<file path="src/rtl/id_ex_pipe_reg.sv">
// rtl/id_ex_pipe_reg.sv - ID/EX pipeline register with load-use stall and flush bubbles (optional counters: ID_EX_STALL_CNT_EN)
module id_ex_pipe_reg #(
  parameter int DW    = 32,
  parameter int AW    = 5,
  parameter int CNT_W = 16
) (
  input  logic          clk_i,
  input  logic          rst_i,
  input  logic          valid_i,
  input  logic          flush_i,
  input  logic          RegWrite_i,
  input  logic [4:0]    ALU_op_i,
  input  logic          ALUSrc_i,
  input  logic [1:0]    RegDst_i,
  input  logic          Branch_i,
  input  logic [2:0]    BranchType_i,
  input  logic          Jump_i,
  input  logic          MemRead_i,
  input  logic          MemWrite_i,
  input  logic [1:0]    MemtoReg_i,
  input  logic          jal_i,
  input  logic [DW-1:0] pc4_i,
  input  logic [DW-1:0] rs_data_i,
  input  logic [DW-1:0] rt_data_i,
  input  logic [DW-1:0] imm_i,
  input  logic [AW-1:0] rs_addr_i,
  input  logic [AW-1:0] rt_addr_i,
  input  logic [AW-1:0] rd_addr_i,
  output logic          valid_o,
  output logic          flush_o,
  output logic          RegWrite_o,
  output logic [4:0]    ALU_op_o,
  output logic          ALUSrc_o,
  output logic [1:0]    RegDst_o,
  output logic          Branch_o,
  output logic [2:0]    BranchType_o,
  output logic          Jump_o,
  output logic          MemRead_o,
  output logic          MemWrite_o,
  output logic [1:0]    MemtoReg_o,
  output logic          jal_o,
  output logic [DW-1:0] pc4_o,
  output logic [DW-1:0] rs_data_o,
  output logic [DW-1:0] rt_data_o,
  output logic [DW-1:0] imm_o,
  output logic [AW-1:0] rs_addr_o,
  output logic [AW-1:0] rt_addr_o,
  output logic [AW-1:0] rd_addr_o,
`ifdef ID_EX_STALL_CNT_EN
  output logic [CNT_W-1:0] stall_cnt_o,
  output logic [CNT_W-1:0] flush_cnt_o,
`endif
  output logic          stall_o
);

  logic rt_match;
  logic bubble;
  logic ctrl_kill;

  // EX holds a load whose destination is read by the ID instruction
  assign rt_match  = (rt_addr_o == rs_addr_i) | (rt_addr_o == rt_addr_i);
  assign stall_o   = valid_i & ~flush_i & valid_o & MemRead_o & (rt_addr_o != '0) & rt_match;
  assign bubble    = flush_i | stall_o;
  assign ctrl_kill = bubble | ~valid_i;

  // Control fields: zero on any bubble or when ID has no real instruction
  always_ff @(posedge clk_i or posedge rst_i) begin
    if (rst_i) begin
      valid_o      <= 1'b0;
      flush_o      <= 1'b0;
      RegWrite_o   <= 1'b0;
      ALU_op_o     <= '0;
      ALUSrc_o     <= 1'b0;
      RegDst_o     <= '0;
      Branch_o     <= 1'b0;
      BranchType_o <= '0;
      Jump_o       <= 1'b0;
      MemRead_o    <= 1'b0;
      MemWrite_o   <= 1'b0;
      MemtoReg_o   <= '0;
      jal_o        <= 1'b0;
    end else if (ctrl_kill) begin
      valid_o      <= bubble ? 1'b0 : valid_i;
      flush_o      <= 1'b0;
      RegWrite_o   <= 1'b0;
      ALU_op_o     <= '0;
      ALUSrc_o     <= 1'b0;
      RegDst_o     <= '0;
      Branch_o     <= 1'b0;
      BranchType_o <= '0;
      Jump_o       <= 1'b0;
      MemRead_o    <= 1'b0;
      MemWrite_o   <= 1'b0;
      MemtoReg_o   <= '0;
      jal_o        <= 1'b0;
    end else begin
      valid_o      <= valid_i;
      flush_o      <= flush_i;
      RegWrite_o   <= RegWrite_i;
      ALU_op_o     <= ALU_op_i;
      ALUSrc_o     <= ALUSrc_i;
      RegDst_o     <= RegDst_i;
      Branch_o     <= Branch_i;
      BranchType_o <= BranchType_i;
      Jump_o       <= Jump_i;
      MemRead_o    <= MemRead_i;
      MemWrite_o   <= MemWrite_i;
      MemtoReg_o   <= MemtoReg_i;
      jal_o        <= jal_i;
    end
  end

  // Data/address fields: cleared on flush, held on load-use stall, else captured
  always_ff @(posedge clk_i or posedge rst_i) begin
    if (rst_i) begin
      pc4_o     <= '0;
      rs_data_o <= '0;
      rt_data_o <= '0;
      imm_o     <= '0;
      rs_addr_o <= '0;
      rt_addr_o <= '0;
      rd_addr_o <= '0;
    end else if (flush_i) begin
      pc4_o     <= '0;
      rs_data_o <= '0;
      rt_data_o <= '0;
      imm_o     <= '0;
      rs_addr_o <= '0;
      rt_addr_o <= '0;
      rd_addr_o <= '0;
    end else if (!stall_o) begin
      pc4_o     <= pc4_i;
      rs_data_o <= rs_data_i;
      rt_data_o <= rt_data_i;
      imm_o     <= imm_i;
      rs_addr_o <= rs_addr_i;
      rt_addr_o <= rt_addr_i;
      rd_addr_o <= rd_addr_i;
    end
  end

`ifdef ID_EX_STALL_CNT_EN
  // Saturating bubble counters, split by cause
  always_ff @(posedge clk_i or posedge rst_i) begin
    if (rst_i) begin
      stall_cnt_o <= '0;
      flush_cnt_o <= '0;
    end else begin
      if (stall_o && (stall_cnt_o != {CNT_W{1'b1}}))
        stall_cnt_o <= stall_cnt_o + 1'b1;
      if (flush_i && (flush_cnt_o != {CNT_W{1'b1}}))
        flush_cnt_o <= flush_cnt_o + 1'b1;
    end
  end
`endif

endmodule

</file>
<file path="config.mk">
export PLATFORM = sky130hd
export DESIGN_NAME = id_ex_pipe_reg
export DESIGN_NICKNAME = d
export VERILOG_FILES = /design/src/rtl/id_ex_pipe_reg.sv
export SDC_FILE = /design/constraint.sdc
export NUM_CORES = 1
export LEC_CHECK = 0
export CORE_MARGIN = 3
export CORE_UTILIZATION = 38
export DETAILED_ROUTE_END_ITERATION = 8
export PLACE_DENSITY = 0.82
export SLEW_MARGIN = 30
export SYNTH_ARGS = -nofsm -noshare
export SYNTH_HDL_FRONTEND = slang
export SYNTH_SLANG_ARGS = --single-unit
</file>
<file path="constraint.sdc">
create_clock -name clk_i -period 5 [get_ports clk_i]
set_input_delay 1 -clock clk_i [delete_from_list [all_inputs] [get_ports clk_i]]
set_output_delay 1 -clock clk_i [all_outputs]
set_load 0.02 [all_outputs]
</file>
==> flow_summary.toml, run 1 <==
[final_layout]
antenna_cells = 0
fin_nets = 1013
fillers = 1517
area_growth_pct = 55.0
layout-drive-gt1-share_pct = 21.9

[timing]
hold_slack_ns = 0.504
rsz0062_at_grt = "false"
setup_ws_ns = 1.08
report.final.slew_viol_count = 0
fmax_mhz = 255
setup_viol = 0
period_share_pct = 78.3
slew-limit-headroom_pct = 34.6
period_needed_ns = 3.92
fin_worst_skew_ns = 0.0107
worstMarginPinSlew_ns = 0.982
setup_tns_ns = 0
hold_viol = 0

[worst_setup_path]
critPathLaunchType = "input pin"
crit_fanout = 2
slowest_delay_ns = 0.61
r2r_start = "rt_addr_o[0]"
critPathArrivalTime_ns = 2.92
cp_cell_sequence = "clkdlybuf4s50_1 > xnor2_1 > nand3_1 > nor3_1 > o221ai_4 > inv_1 > clkdlybuf4s50_1"
critical_path_class = "input pin to output pin"
cp-end-kind = "output pin"
cp_slowest_cell = "clkdlybuf4s50_1"
crit_start = "rs_addr_i[4]"
path_common_cell = "clkdlybuf4s50_1"
cp.required_ns = 4.00

[clocking]
clockBufferDepth = 2
cts_sinks = 164
ctsResizeCount = 0
insertion_delay_ns = 0.41
cts_tree = "yes"
cts_setup_buffers = 0
cts_hold_buf = 0
htreeDepth = 4
cts_buffers = 17
clockRootBuffer = "clkbuf_16"
clkTransAtPathRegs_ns = 0.06

[die]
fp-row-count = 49
ioPinCount = 331
die_h_um = 144
core_area_um2 = 18300
die_w_um = 144
start_util_pct = 39.4
die_area_um2 = 20600

[run]
cap_violations = 0

[drt]
firstDrtPassIters = 4
drc_errors = 0
dr.first_iter.drc_count = 115
wirelength_um = 18900
vias = 5097
wl_per_cell_um = 17.4
antenna_left = 0
viasPerCell = 4.68

[worst_hold_path]
min-delay-start = "imm_o[8]"
holdCritPathClass = "flip-flop to flip-flop"

[logic_synthesis]
synth_area_um2 = 7200
syn_area_per_cell_um2 = 13.7
ys_ff_latch = 164
syn-num-nets = 693
netlist_instances = 527
yosysWarnings = 0
ys_types = 20
yosysSeqAreaShare_pct = 57.0

[pwr]
p_leak_nw = 4.92
p_per_area_nw_per_um2 = 290
peakVddDrop_v = 0.000211

[grt]
gr-total-overflow = 0
grt_pass1_vias = 5393
grtUsageTotal_pct = 17.8
antenna_found_initial = 0
grt_max_degree = 164
grt_pass1_wl_um = 28500

[placement]
place_congestion = 0.771
dpl.hpwl_um = 13400
portBuffers = 330
dp_worst_setup_slack_ns = 1.08

[run_status]
status = "finished clean"
worst max-delay path: cells and delay by family:
kind | cells | cell delay [ns]
simple gates | 2 | 0.42
buf+inv | 3 | 1.18
xor+xnor | 1 | 0.14
compound gates | 1 | 0.17
path summary, 6_finish.rpt:
check                                end  slack (ns)  cells after the start
hold reg to reg                 imm_o[8]        0.50                      1
max in group asynchronous  rs_data_o[29]        3.06                      4
hold / removal                  imm_o[8]        0.50                      1
setup / recovery                 stall_o        1.08                      7
setup reg to reg               pc4_o[29]        2.37                      4
min in group asynchronous  rt_data_o[13]        0.94                      2
where the power goes:
part           leakage, nW  switching, W  internal, W
registers             2.12     0.0000342      0.00139
logic                 2.52      0.000215     0.000305
clock network        0.277      0.000539     0.000751
cell usage after synthesis (all sizes together):
cell,number,area (um2)
and3,20,133
mux2,143,1610
nor3,2,10.0
xor2,4,35.0
nor2b,144,901
inv,2,7.51
nand3,2,10.0
clkbuf,25,155
dfrtp,164,4100
and2,1,6.26
conb,1,3.75
or4,1,7.51
o221ai,1,15.0
xnor2,6,52.6
buf,11,153
stage by stage:
| step | total power, W | cells | utilization, % | area, um2 |
|---|---|---|---|---|
| finish | 0.00324 | 1088 | 61.1 | 11200 |
| global route | 0.00337 | 1088 | 61.1 | 11200 |
| CTS | 0.00328 | 1087 | 61.0 | 11100 |
| detailed placement | 0.00197 | 1056 | 57.8 | 10600 |
| global placement | 0.00197 | 1056 | 57.8 | 10600 |
| floorplan | 0.00167 | 527 | - | 7210 |
cells by family (layout without fill, tap and decap cells):
group	after synthesis	after routing	share of synthesized area (%)
xor+xnor	10	10	1.22
compound gates	1	1	0.208
flops	164	164	57.0
other cells	1	1	0.0521
simple gates	170	170	14.8
mux	143	143	22.4
buf+inv	38	370	4.38
flip-flops by register name (all words and copies together), names as in the netlist, 5 cells and up:
name,count
imm_o,32
pc4_o,32
rs_data_o,32
rt_data_o,32
ALU_op_o,5
rd_addr_o,5
rs_addr_o,5
rt_addr_o,5
placed cells by master (no fill, tap or decap), drive strengths merged:
cell type | netlist | final
and2 | 1 | 1
and3 | 20 | 20
buf | 11 | 8
bufinv | 0 | 2
clkbuf | 25 | 20
clkdlybuf4s50 | 0 | 329
clkinv | 0 | 3
clkinvlp | 0 | 3
conb | 1 | 1
dfrtp | 164 | 164
inv | 2 | 5
mux2 | 143 | 143
nand3 | 2 | 2
nor2b | 144 | 144
nor3 | 2 | 2
o221ai | 1 | 1
or4 | 1 | 1
xnor2 | 6 | 6
xor2 | 4 | 4
final cells by class:
cell class / count / area (um2) / area share, %
flip-flops and latches: 164 / 4100 / 36.8
repair buffers: 337 / 3400 / 30.4
multi-input cells: 325 / 2800 / 25.0
clock buffers: 20 / 447 / 4.00
well taps: 229 / 287 / 2.57
clock inverters: 11 / 125 / 1.12
inverters: 2 / 11.3 / 0.101
routing by layer:
layer  part of all wire [%]  track usage, %
met1                     38            19.9
met2                     50            30.5
met3                     10            8.09
met4                    2.0            5.45
met5                      0               0
Note: power is estimated with default switching activity, not from simulation.
==> run 2, diff against run 1 <==
- clock period: 5 -> 3.3 ns (I/O delays scaled with it)
==> run 2 against run 1 <==
Non-clock buffer count grew 4; largest power group unchanged; die area is the same; critical endpoint unchanged; hold slack is essentially flat; global-route usage about the same; via count up 0.45%; clock power increased by 49%.
==> flow_summary.toml, run 2 (same netlist as run 1, synthesis figures left out) <==
[timing]
hold_slack_ns = 0.504
fin_worst_skew_ns = 0.0130
setup_ws_ns = 0.0877
report.final.slew_viol_count = 0
worstMarginPinSlew_ns = 1.07
period_share_pct = 97.3
hold_viol = 0
setup_tns_ns = 0
period_needed_ns = 3.21
slew-limit-headroom_pct = 28.7
setup_viol = 0
rsz0062_at_grt = "false"
fmax_mhz = 311

[run_status]
status = "finished clean"

[pwr]
p_per_area_nw_per_um2 = 435
peakVddDrop_v = 0.000329
clockPowerShare_pct = 39.3
power.share.combinational_pct = 16.3
p_int_w = 0.00368
p_switching_w = 0.00119
seq_power_share_pct = 44.4
p_leak_nw = 4.94
swShare_pct = 24.5

[worst_setup_path]
cp-end-kind = "output pin"
critical_path_class = "input pin to output pin"
critPathLaunchType = "input pin"
crit_fanout = 2
critPathArrivalTime_ns = 2.55
cp.required_ns = 2.64

[clocking]
cts_tree = "yes"
htreeDepth = 4
insertion_delay_ns = 0.42
cts_sinks = 164
clkTransAtPathRegs_ns = 0.06
cts_buffers = 17
cts_setup_buffers = 0
clockBufferDepth = 2
clockRootBuffer = "clkbuf_16"

[grt]
grt_pass1_wl_um = 28500
grt_max_degree = 164
antenna_found_initial = 0
grtUsageTotal_pct = 17.8
grt_pass1_vias = 5364
gr-total-overflow = 0

[final_layout]
most-common-layout-cells = "clkdlybuf4s50_1, dfrtp_1, nor2b_1"
antenna_cells = 0
finish.instance_area_um2 = 11200
fin_nets = 1017
mostFrequentLayoutCell = "clkdlybuf4s50_1"
area_growth_pct = 55.5
layout-drive-gt1-share_pct = 22.6

[drt]
viasPerCell = 4.68
drc_errors = 0
wl_per_cell_um = 17.4
vias = 5120
wirelength_um = 19000
dr.first_iter.drc_count = 155
antenna_left = 0
firstDrtPassIters = 4

[run]
cap_violations = 0

[die]
die_w_um = 144
fp-row-count = 49
ioPinCount = 331
core_area_um2 = 18300
die_h_um = 144
die_area_um2 = 20600
start_util_pct = 39.4

[placement]
dp_worst_setup_slack_ns = 0.0699
placed_area_um2 = 10600
dpl.hpwl_um = 13600
place_congestion = 0.811
portBuffers = 330

[worst_hold_path]
holdCritPathClass = "flip-flop to flip-flop"
-- run 2: cell count changes in the layout (fill, tap and decap cells not counted) --
cell        delta
buf_4          +3
inv_6          -1
clkinv_2       +1
clkinvlp_4     +1
buf_12         +2
nor3_2         +1
bufinv_16      -1
buf_16         -1
clkbuf_8       +2
nor3_1         -1
clkbuf_1       -1
-- run 2: power by group through the flow --
| stage | logic [W] | clock network, W | registers [W] |
|---|---|---|---|
| final | 0.000794 | 0.00192 | 0.00216 |
| after global routing | 0.000848 | 0.00205 | 0.00217 |
| after CTS | 0.000808 | 0.00197 | 0.00216 |
| after detailed placement | 0.000803 | 0 | 0.00220 |
| after global placement | 0.000795 | 0 | 0.00219 |
| after floorplan | 0.000208 | 0 | 0.00232 |
-- run 2: worst max-delay path, stage by stage --
cell             delay [ns]
clkdlybuf4s50_1        0.50
xnor2_1                0.14
nand3_1                0.13
nor3_2                 0.28
o221ai_4               0.15
inv_1                  0.07
clkdlybuf4s50_1        0.62
-- run 2: worst paths after layout --
kind | endpoint | startpoint | depth (start not counted) | slack, ns
worst max-delay path | stall_o | rt_addr_i[4] | 7 | 0.09
worst min-delay path | rt_data_o[31] | rt_data_o[31] | 1 | 0.50
worst max register to register | rt_addr_o[0] | rt_addr_o[0] | 4 | 0.62
worst min register to register | rt_data_o[31] | rt_data_o[31] | 1 | 0.50
max in group asynchronous | rt_data_o[30] | rst_i | 3 | 1.87
min in group asynchronous | rt_data_o[23] | rst_i | 2 | 0.73
-- run 2: metal layers --
metal / share of wire [%] / track usage, % / up-vias / wire (um)
li1: - / - / 2400 / -
met1: 38 / 20.0 / 2488 / 7300
met2: 50 / 30.7 / 203 / 9590
met3: 8.5 / 6.56 / 29 / 1620
met4: 2.6 / 7.23 / 0 / 497
met5: 0 / 0 / - / 0
-- run 2: layout make-up --
type | count | area (um2)
Clock buffer | 21 | 470
Tap cell | 229 | 287
Clock inverter | 11 | 98.8
Sequential cell | 164 | 4100
Multi-Input combinational cell | 325 | 2800
Fill cell | 1486 | 7070
Inverter | 2 | 11.3
Timing Repair Buffer | 341 | 3430
-- run 2: metrics by stage --
step                      cells  total power [W]  utilization [%]
after CTS                  1093          0.00494             61.3
after floorplan             527          0.00253                -
after detailed placement   1061          0.00300             58.2
final                      1093          0.00487             61.3
after global routing       1093          0.00507             61.3
after global placement     1061          0.00299             58.2
-- run 2: repair_timing --
item,in CTS,in global routing
resized for setup,1,0
endpoints found under the hold margin,0,0
setup endpoints to repair,1,0
hold buffers,0,0
==> run 3, diff against run 2 <==
- CAP_MARGIN: default -> 20
==> results of run 3 <==
The final DEF is identical to that of run 2; final timing and power are the same.
